### src/rtl/gcd_req_dispatch.sv
// gcd_req_dispatch: request front end for gcd_top.
// Buffers tagged signed operand pairs in a small FIFO, converts them to
// magnitudes, answers trivial cases (a zero operand, or an operand equal to
// the most negative value, which has no magnitude) locally, and hands all
// other pairs to the gcd core through a Start/Done handshake.
// Optional build macro: GCD_DISPATCH_TIMEOUT_EN adds a watchdog on the core
// that turns a stuck request into an error result after TIMEOUT_CYCLES.
module gcd_req_dispatch #(
  parameter int DATA_WIDTH     = 32,
  parameter int FIFO_DEPTH     = 4,
  parameter int TAG_WIDTH      = 4,
  parameter int TIMEOUT_CYCLES = 1024
) (
  input  logic                           Clk,
  input  logic                           Reset,
  input  logic                           InValid,
  output logic                           InReady,
  input  logic signed [DATA_WIDTH-1:0]   InA,
  input  logic signed [DATA_WIDTH-1:0]   InB,
  input  logic        [TAG_WIDTH-1:0]    InTag,
  output logic                           CoreStart,
  output logic        [DATA_WIDTH-1:0]   CoreA,
  output logic        [DATA_WIDTH-1:0]   CoreB,
  input  logic        [DATA_WIDTH-1:0]   CoreResult,
  input  logic                           CoreDone,
  output logic                           OutValid,
  input  logic                           OutReady,
  output logic        [DATA_WIDTH-1:0]   OutResult,
  output logic        [TAG_WIDTH-1:0]    OutTag,
  output logic                           OutErr,
  output logic [$clog2(FIFO_DEPTH):0]    FifoLevel
);

  localparam int AW = $clog2(FIFO_DEPTH);
  localparam int LW = AW + 1;

  localparam logic [1:0] S_IDLE  = 2'd0;
  localparam logic [1:0] S_RUN   = 2'd1;
  localparam logic [1:0] S_DRAIN = 2'd2;
  localparam logic [1:0] S_OUT   = 2'd3;

  localparam logic signed [DATA_WIDTH-1:0] MIN_VAL = {1'b1, {(DATA_WIDTH-1){1'b0}}};

  // Two's-complement magnitude; MIN_VAL is filtered out before use.
  function automatic logic [DATA_WIDTH-1:0] magnitude(input logic signed [DATA_WIDTH-1:0] v);
    logic signed [DATA_WIDTH-1:0] neg;
    neg = -v;
    return v[DATA_WIDTH-1] ? $unsigned(neg) : $unsigned(v);
  endfunction

  logic [1:0]                   state;
  logic signed [DATA_WIDTH-1:0] fifo_a [FIFO_DEPTH];
  logic signed [DATA_WIDTH-1:0] fifo_b [FIFO_DEPTH];
  logic [TAG_WIDTH-1:0]         fifo_tag [FIFO_DEPTH];
  logic [AW-1:0]                wr_ptr, rd_ptr;
  logic                         push, pop;

  logic signed [DATA_WIDTH-1:0] head_a, head_b;
  logic [DATA_WIDTH-1:0]        mag_a, mag_b, bypass_res;
  logic                         unrep, a_zero, b_zero, bypass;

  logic [TAG_WIDTH-1:0]         cur_tag;
  logic [DATA_WIDTH-1:0]        cap_res;
  logic                         cap_err;
  logic                         tmo_hit;

  assign InReady = Reset && (FifoLevel != LW'(FIFO_DEPTH));
  assign push    = InValid && InReady;
  assign pop     = (state == S_IDLE) && (FifoLevel != '0) && !CoreDone;

  assign head_a     = fifo_a[rd_ptr];
  assign head_b     = fifo_b[rd_ptr];
  assign mag_a      = magnitude(head_a);
  assign mag_b      = magnitude(head_b);
  assign unrep      = (head_a == MIN_VAL) || (head_b == MIN_VAL);
  assign a_zero     = (head_a == '0);
  assign b_zero     = (head_b == '0);
  assign bypass     = unrep || a_zero || b_zero;
  // A zero operand leaves the other magnitude as the gcd; both zero gives 0.
  assign bypass_res = unrep ? '0 : (a_zero ? mag_b : mag_a);

`ifdef GCD_DISPATCH_TIMEOUT_EN
  localparam int TW = $clog2(TIMEOUT_CYCLES + 1);
  logic [TW-1:0] tmo_cnt;

  // Watchdog: counts RUN cycles, held at zero everywhere else.
  always_ff @(posedge Clk) begin
    if (!Reset || state != S_RUN) tmo_cnt <= '0;
    else                          tmo_cnt <= tmo_cnt + 1'b1;
  end

  assign tmo_hit = (state == S_RUN) && (tmo_cnt == TW'(TIMEOUT_CYCLES - 1));
`else
  // Without the watchdog the core is waited on indefinitely.
  logic unused_timeout;
  assign unused_timeout = ^TIMEOUT_CYCLES;
  assign tmo_hit        = 1'b0;
`endif

  // FIFO pointers and occupancy.
  always_ff @(posedge Clk) begin
    if (!Reset) begin
      wr_ptr    <= '0;
      rd_ptr    <= '0;
      FifoLevel <= '0;
    end else begin
      if (push) wr_ptr <= wr_ptr + 1'b1;
      if (pop)  rd_ptr <= rd_ptr + 1'b1;
      FifoLevel <= FifoLevel + LW'(push) - LW'(pop);
    end
  end

  // Datapath storage: FIFO contents and the request held while the core runs.
  always_ff @(posedge Clk) begin
    if (push) begin
      fifo_a[wr_ptr]   <= InA;
      fifo_b[wr_ptr]   <= InB;
      fifo_tag[wr_ptr] <= InTag;
    end
    if (pop && !bypass) cur_tag <= fifo_tag[rd_ptr];
    if (state == S_RUN) begin
      if (CoreDone) begin
        cap_res <= CoreResult;
        cap_err <= 1'b0;
      end else if (tmo_hit) begin
        cap_res <= '0;
        cap_err <= 1'b1;
      end
    end
  end

  // Request sequencing: dispatch, wait for the core, wait for Done to clear, present.
  always_ff @(posedge Clk) begin
    if (!Reset) begin
      state     <= S_IDLE;
      CoreStart <= 1'b0;
      CoreA     <= '0;
      CoreB     <= '0;
      OutValid  <= 1'b0;
      OutResult <= '0;
      OutTag    <= '0;
      OutErr    <= 1'b0;
    end else begin
      case (state)
        S_IDLE: begin
          if (pop) begin
            if (bypass) begin
              OutResult <= bypass_res;
              OutTag    <= fifo_tag[rd_ptr];
              OutErr    <= unrep;
              OutValid  <= 1'b1;
              state     <= S_OUT;
            end else begin
              CoreA     <= mag_a;
              CoreB     <= mag_b;
              CoreStart <= 1'b1;
              state     <= S_RUN;
            end
          end
        end
        S_RUN: begin
          // Done wins over a watchdog expiry on the same edge.
          if (CoreDone || tmo_hit) begin
            CoreStart <= 1'b0;
            state     <= S_DRAIN;
          end
        end
        S_DRAIN: begin
          // Level-type Done must fall before the result is released.
          if (!CoreDone) begin
            OutResult <= cap_res;
            OutTag    <= cur_tag;
            OutErr    <= cap_err;
            OutValid  <= 1'b1;
            state     <= S_OUT;
          end
        end
        default: begin
          if (OutReady) begin
            OutValid <= 1'b0;
            state    <= S_IDLE;
          end
        end
      endcase
    end
  end

endmodule

### config.mk
export PLATFORM = sky130hd
export DESIGN_NAME = gcd_req_dispatch
export DESIGN_NICKNAME = d
export VERILOG_FILES = /design/src/rtl/gcd_req_dispatch.sv
export SDC_FILE = /design/constraint.sdc
export NUM_CORES = 1
export LEC_CHECK = 0
export ABC_CLOCK_PERIOD_IN_PS = 8800
export CAP_MARGIN = 10
export CORE_ASPECT_RATIO = 0.6
export CORE_MARGIN = 3
export CORE_UTILIZATION = 55
export DETAILED_ROUTE_END_ITERATION = 10
export PLACE_DENSITY = 0.88
export SYNTH_ARGS = -nofsm -noshare
export SYNTH_HDL_FRONTEND = slang
export SYNTH_SLANG_ARGS = --single-unit
### constraint.sdc
create_clock -name Clk -period 8.8 [get_ports Clk]
set_clock_uncertainty 0.05 [all_clocks]
set_input_delay 1.76 -clock Clk [delete_from_list [all_inputs] [get_ports Clk]]
set_output_delay 1.76 -clock Clk [all_outputs]
set_load 0.02 [all_outputs]
Word-level counts from Yosys, hierarchy flattened
Memories as Yosys holds them, arrays and structs flattened. A register that Yosys moved wholly into a read port is not among the register bits.
Index checks and enable logic that the tools add are counted.
- register bits: 148
- memory bits (writable): 272
- input bits: 105
- output and inout bits: 107
- word-level logic and storage cells: 97
- memories kept: 3
- add/subtract/negate cells: 6
- equal/unequal tests: 10
- mux-type cells: 39
- bitwise operators: 2
- reduce and logical (&&, ||, !) cells: 24
- memories (name ; depth ; bits a word ; rd ports ; clocked after Yosys merged registers in ; write ports ; RTL line ; text):
    fifo_a ; 4 ; 32 ; 1 ; 1 ; 1 ; 52 ; logic signed [DATA_WIDTH-1:0] fifo_a [FIFO_DEPTH];
    fifo_b ; 4 ; 32 ; 1 ; 1 ; 1 ; 53 ; logic signed [DATA_WIDTH-1:0] fifo_b [FIFO_DEPTH];
    fifo_tag ; 4 ; 4 ; 1 ; 1 ; 1 ; 54 ; logic [TAG_WIDTH-1:0] fifo_tag [FIFO_DEPTH];
- operators by type and width (cell ; number):
    $mux W32 ; 7
    $eq A32 B32 Y1 const B ; 2
    $logic_not A32 Y1 ; 2
    $neg A32 Y32 ; 2
    $pmux W32 S2 ; 1
    $mux W2 ; 11
    $mux W1 ; 12
    $mux W4 ; 3
    $reduce_and A4 Y1 ; 3
    $ne A2 B2 Y1 const B ; 5
    $pmux W4 S2 ; 1
    $pmux W2 S3 ; 1
    $reduce_bool A3 Y1 ; 2
    $logic_and A1 B1 Y1 ; 5
    $reduce_and A5 Y1 ; 1
    $add A2 B1 Y2 const B ; 2
    $pmux W1 S2 ; 2
    $reduce_bool A2 Y1 ; 2
    $reduce_bool A4 Y1 ; 1
    $add A3 B1 Y3 ; 1
    $logic_or A1 B1 Y1 ; 3
    $ne A3 B3 Y1 const B ; 1
    $pmux W1 S3 ; 1
    $reduce_and A3 Y1 ; 1
    7 further kinds ; 9

Logic depth before layout (Yosys ltp)
- depth in word-level cells: 7
- depth in mapped cells: 19
- depth with buffers taken out: 12

Least setup slack after synthesis
Ideal clock, no wire load.
- kind: input to register
- from: in Reset
- to: mem fifo_a[1][0], enable pin
- setup time: 434 ps
- data arrival time: 4121 ps
- data required time: 8316 ps
- setup slack: 4195 ps
- cell stages on the path: 3
- buffers on the path: 0
- path through: clkinv_1 a21oi_1 and3_1
- cells in the longest elaborated chain, start to end: 4
- RTL lines (item ; RTL line ; text):
    from (decl) ; 15 ; input logic Reset,
    $logic_and A1 B1 Y1 ; 67 ; assign InReady = Reset && (FifoLevel != LW'(FIFO_DEPTH));
    via InReady ; 17 ; output logic InReady,
    $logic_and A1 B1 Y1 ; 68 ; assign push = InValid && InReady;
    $mux W1 ; 115 ; if (push) begin
    $mux W1 (implied by the code) ; 116 ; fifo_a[wr_ptr] <= InA;
    to (decl) ; 52 ;
The timed path passes the listed nets, and every way through them passes these cells.

Final worst setup path
- from: in Reset
- to: out InReady
- cells in the longest elaborated chain, start to end: 1
- RTL lines (item ; RTL line):
    $logic_and A1 B1 Y1 ; 67
    to (decl) ; 17
No other way between the ends.

==> impl_results.html <==
<table>
<tr><th>Metric</th><th>Value</th></tr>
<tr><th colspan="2">Outcome</th></tr>
<tr><td>Run status</td><td>finished clean</td></tr>
<tr><th colspan="2">Critical path</th></tr>
<tr><td>Max incr delay on CP</td><td>~1.2 ns</td></tr>
<tr><td>Worst setup path class</td><td>input pin to output pin</td></tr>
<tr><td>Count of buffer and inverter cells on the critical path</td><td>3</td></tr>
<tr><td>Crit. End Element</td><td>output pin</td></tr>
<tr><td>Maximum fanout along the worst path</td><td>29</td></tr>
<tr><td>Cell-by-cell trace of the critical path</td><td>clkdlybuf4s50_1 &gt; clkinv_2 &gt; a21oi_1 &gt; clkdlybuf4s50_1</td></tr>
<tr><td>Cell class contributing the biggest share of worst-path delay</td><td>buffers and inverters</td></tr>
<tr><td>Worst endpoint data arrival time</td><td>4.89 ns</td></tr>
<tr><td>Worst r2r path cells</td><td>10</td></tr>
<tr><td>CP max-delay cell</td><td>sky130_fd_sc_hd__clkdlybuf4s50_1</td></tr>
<tr><td>Crit path depth</td><td>4</td></tr>
<tr><td>Cell mode on critical path</td><td>sky130_fd_sc_hd__clkdlybuf4s50_1</td></tr>
<tr><td>Critical Path Start Type</td><td>input pin</td></tr>
<tr><td>Required arrival time at the worst endpoint</td><td>~7.0 ns</td></tr>
<tr><th colspan="2">Routing</th></tr>
<tr><td>Remaining antenna violation count</td><td>0</td></tr>
<tr><td>Detail-routed net length per standard cell</td><td>25.4 um</td></tr>
<tr><td>Drt first pass iters</td><td>6</td></tr>
<tr><td>Routed via count</td><td>around 12000</td></tr>
<tr><td>Violation count after the first detailed-route iteration</td><td>between 1500 and 2000</td></tr>
<tr><td>Drt total wl</td><td>slightly below 50 mm</td></tr>
<tr><td>Ratio of routed vias to standard cells</td><td>~6.4</td></tr>
<tr><td>Drt drc</td><td>0</td></tr>
<tr><th colspan="2">Run</th></tr>
<tr><td>Number of max-cap violations</td><td>0</td></tr>
<tr><th colspan="2">Synthesis</th></tr>
<tr><td>Area contributors post-synth</td><td>sky130_fd_sc_hd__edfxtp_1 (52%), sky130_fd_sc_hd__dfxtp_1 (13%), sky130_fd_sc_hd__mux4_2 (8.4%)</td></tr>
<tr><td>Warning count from the yosys run</td><td>0</td></tr>
<tr><td>Post-synthesis net count</td><td>1405</td></tr>
<tr><td>Number of flops mapped to enable cells by yosys</td><td>~310</td></tr>
<tr><td>Post-Syn Area</td><td>17900 sq um</td></tr>
<tr><td>Async set-reset flop share out of synthesis</td><td>0</td></tr>
<tr><td>Share of synthesized area occupied by flip-flops and latches</td><td>0.643</td></tr>
<tr><td>Avg Inst Size Synth</td><td>between 10 and 15 sq um</td></tr>
<tr><td>Most frequent cell after synthesis</td><td>sky130_fd_sc_hd__edfxtp_1</td></tr>
<tr><td>Primary flip-flop cell chosen by synthesis mapping</td><td>sky130_fd_sc_hd__edfxtp_1</td></tr>
<tr><td>Top cell type by total area after synthesis</td><td>sky130_fd_sc_hd__edfxtp_1</td></tr>
<tr><td>Register bit count reported by yosys</td><td>about 420</td></tr>
<tr><td>Cell types with the highest counts after synthesis</td><td>sky130_fd_sc_hd__edfxtp_1 (308), sky130_fd_sc_hd__nor2_1 (136), sky130_fd_sc_hd__dfxtp_1 (114)</td></tr>
<tr><td>Number of different library cells in the post-synthesis netlist</td><td>65</td></tr>
<tr><td>Share of the synthesized area in the top cell type</td><td>0.516</td></tr>
<tr><td>Cells after synthesis</td><td>between 1000 and 1500</td></tr>
<tr><th colspan="2">Pwr</th></tr>
<tr><td>Net switching power figure</td><td>around 2.3 mW</td></tr>
<tr><td>Clock share of power</td><td>0.266</td></tr>
<tr><td>Power density over the cells</td><td>~300 nW/um^2</td></tr>
<tr><td>Cell-internal power</td><td>4.25 mW</td></tr>
<tr><td>Leakage power of the design</td><td>around 7.0 nW</td></tr>
<tr><td>Part of the total power dissipated in sequential elements</td><td>0.395</td></tr>
<tr><td>Switching part of the total power</td><td>0.348</td></tr>
<tr><td>Part of the power in combinational logic</td><td>0.339</td></tr>
<tr><td>Peak VDD IR</td><td>about 160 uV</td></tr>
<tr><th colspan="2">Placement</th></tr>
<tr><td>Number of buffer cells added on primary ports</td><td>about 210</td></tr>
<tr><td>Post-DP HPWL</td><td>32.3 mm</td></tr>
<tr><td>Global placer's final weighted congestion</td><td>0.897</td></tr>
<tr><td>Total cell area at the placement stage</td><td>20300 sq um</td></tr>
<tr><td>Worst-case setup slack after placement</td><td>approximately 2.2 ns</td></tr>
<tr><th colspan="2">Min path</th></tr>
<tr><td>Worst hold stages</td><td>2</td></tr>
<tr><td>Worst min-delay path class</td><td>flop to flop</td></tr>
<tr><th colspan="2">Floorplanning</th></tr>
<tr><td>Area of the core region</td><td>31700 sq um</td></tr>
<tr><td>Width of the chip</td><td>about 240 um</td></tr>
<tr><td>Area of the die</td><td>around 35000 sq um</td></tr>
<tr><td>Die H</td><td>between 100 and 150 um</td></tr>
<tr><td>I/O pin count</td><td>212</td></tr>
<tr><td>Starting density of the core</td><td>0.566</td></tr>
<tr><td>Row cnt</td><td>50</td></tr>
<tr><th colspan="2">Global route</th></tr>
<tr><td>Aggregate global routing overflow</td><td>0</td></tr>
<tr><td>Number of antenna violations at the first check in global routing</td><td>1</td></tr>
<tr><td>Pin count of the biggest net entering global routing</td><td>84</td></tr>
<tr><td>Aggregate global-route resource usage</td><td>0.277</td></tr>
<tr><td>Vias in the first global route</td><td>between 10000 and 15000</td></tr>
<tr><td>Global-route wire length before repair</td><td>about 73 mm</td></tr>
<tr><th colspan="2">Timing</th></tr>
<tr><td>Clock period minus final worst setup slack</td><td>between 6 and 7 ns</td></tr>
<tr><td>Worst Tran Pin Value</td><td>about 1.2 ns</td></tr>
<tr><td>Number of endpoints failing setup at the final stage</td><td>0</td></tr>
<tr><td>Worst relative slew slack</td><td>0.206</td></tr>
<tr><td>Maximum achievable frequency</td><td>between 100 and 150 MHz</td></tr>
<tr><td>Final worst path period share</td><td>0.761</td></tr>
<tr><td>Worst Setup Slack, final</td><td>~2.1 ns</td></tr>
<tr><td>Final-report max-slew violation count</td><td>0</td></tr>
<tr><td>Unrepaired setup endpoints after global routing</td><td>false</td></tr>
<tr><td>Accumulated negative setup slack</td><td>0 ns</td></tr>
<tr><td>Final Hold Vio Count</td><td>0</td></tr>
<tr><th colspan="2">Final layout</th></tr>
<tr><td>Count of fill cells added during filler insertion</td><td>2093</td></tr>
<tr><td>Count of nets after finishing</td><td>1592</td></tr>
<tr><td>Antenna Cells</td><td>0</td></tr>
<tr><td>Post-route cell area</td><td>21600 sq um</td></tr>
<tr><td>Share of post-route cells with drive strength above 1</td><td>0.140</td></tr>
<tr><td>Area overhead of the layout relative to synthesis</td><td>20.4%</td></tr>
<tr><th colspan="2">CTS</th></tr>
<tr><td>TritonCTS clock tree</td><td>done</td></tr>
<tr><td>Maximum buffer depth of the clock tree</td><td>3</td></tr>
<tr><td>Clock-pin slew of the registers on the worst-case setup and hold paths</td><td>0.06 ns</td></tr>
<tr><td>Clock Tree Root</td><td>sky130_fd_sc_hd__clkbuf_16</td></tr>
<tr><td>Post-CTS setup-driven buffer insertion count</td><td>0</td></tr>
<tr><td>CTS Hold Bufs</td><td>0</td></tr>
<tr><td>Clk_lat worst skew</td><td>roughly 0.56 ns</td></tr>
<tr><td>Total CTS buffers</td><td>39</td></tr>
<tr><td>H-tree level count</td><td>2</td></tr>
<tr><td>Cts repair resizes</td><td>0</td></tr>
<tr><td>CTS sink count</td><td>~420</td></tr>
</table>
==> area by class of cell <==
cell class / instances / area, sq um / share of cell area
well taps: 416 / 520 / 0.0241
repair buffers: 228 / 2240 / 0.104
flip-flops and latches: 422 / 11500 / 0.535
clock inverters: 23 / 231 / 0.0107
inverters: 20 / 76.3 / 0.00354
multi-input cells: 763 / 5900 / 0.273
clock buffers: 48 / 1070 / 0.0496
==> through the flow <==
stage	hold WS (ns)	std cells	utilization	total power [mW]
CTS	0.439	1920	0.682	6.49
global placement	0.428	1849	0.640	4.71
floorplan	0.415	1287	-	4.01
global route	0.456	1920	0.682	6.76
detailed placement	0.430	1849	0.640	4.76
finish	0.439	1920	0.682	6.51
==> power by group through the flow <==
stage	clock network, mW	logic [mW]	registers [mW]
6_report	1.73	2.21	2.57
3_3_place_gp	0	2.10	2.61
4_1_cts	1.75	2.18	2.57
2_1_floorplan	0	1.37	2.64
5_1_grt	1.82	2.34	2.59
3_5_place_dp	0	2.15	2.61
==> metal layers <==
layer	wire [um]	share of wire	track usage
met2	21800	0.45	0.417
met3	5320	0.11	0.0644
met4	1700	0.035	0.0942
met5	13	0.00027	0
met1	19900	0.41	0.400
==> registers in the layout, indices dropped and copies added, names as in the netlist, named ones only <==
| register | cells |
|---|---|
| fifo_a | 128 |
| fifo_b | 128 |
| CoreA | 32 |
| CoreB | 32 |
| OutResult | 32 |
| cap_res | 32 |
| fifo_tag | 16 |
| OutTag | 4 |
| cur_tag | 4 |
| FifoLevel | 3 |
| rd_ptr | 2 |
| state | 2 |
| wr_ptr | 2 |
| CoreStart | 1 |
| OutErr | 1 |
| OutValid | 1 |
==> worst paths after layout <==
path / from / slack, ns / to
max: Reset / 2.10 / InReady
min: CoreA[31] / 0.44 / CoreA[31]
max reg2reg: flop / 2.84 / CoreA[26]
min reg2reg: CoreA[31] / 0.44 / CoreA[31]
==> kinds of logic (layout without fill, tap and decap cells) <==
kind of cell    Yosys count  count (layout)  synth area share
mux                      81              81            0.0923
compound gates          222             222            0.0907
fa+ha+maj                13              13           0.00949
simple gates            383             383             0.104
flops                   422             422             0.643
buf+inv                 102             319            0.0290
xor+xnor                 64              64            0.0313
==> layout by cell type, fill, tap and decap left out, types with 9 or more instances in the layout <==
cell type	netlist	routed
sky130_fd_sc_hd__edfxtp_1	308	308
sky130_fd_sc_hd__dfxtp_1	114	112
sky130_fd_sc_hd__xor2_1	27	27
sky130_fd_sc_hd__clkinv_2	0	10
sky130_fd_sc_hd__nand3_1	32	32
sky130_fd_sc_hd__nor2_1	136	136
sky130_fd_sc_hd__mux2i_1	10	10
sky130_fd_sc_hd__ha_1	12	11
sky130_fd_sc_hd__xnor2_1	37	37
sky130_fd_sc_hd__clkdlybuf4s50_1	0	211
sky130_fd_sc_hd__o22ai_1	13	13
sky130_fd_sc_hd__a31oi_1	11	11
sky130_fd_sc_hd__a2bb2oi_1	10	10
sky130_fd_sc_hd__a211oi_2	20	20
sky130_fd_sc_hd__nor3_1	94	93
sky130_fd_sc_hd__o31ai_1	25	25
sky130_fd_sc_hd__a21oi_1	59	59
sky130_fd_sc_hd__mux4_2	67	67
sky130_fd_sc_hd__o21ai_0	32	32
sky130_fd_sc_hd__o41ai_1	9	9
sky130_fd_sc_hd__inv_1	18	18
sky130_fd_sc_hd__nand2_1	55	55
sky130_fd_sc_hd__clkbuf_16	0	40
sky130_fd_sc_hd__buf_4	3	17
==> worst reg2reg max path, delay by kind of cell (launching register included) <==
| family | cells | cell delay (ns) |
|---|---|---|
| and+or+nand+nor | 5 | 2.78 |
| DFF | 1 | 0.86 |
| AOI/OAI and AO/OA | 1 | 0.07 |
| buffers and inverters | 3 | 1.30 |
| muxes | 1 | 0.71 |
Power figures use the tool's default switching activity.
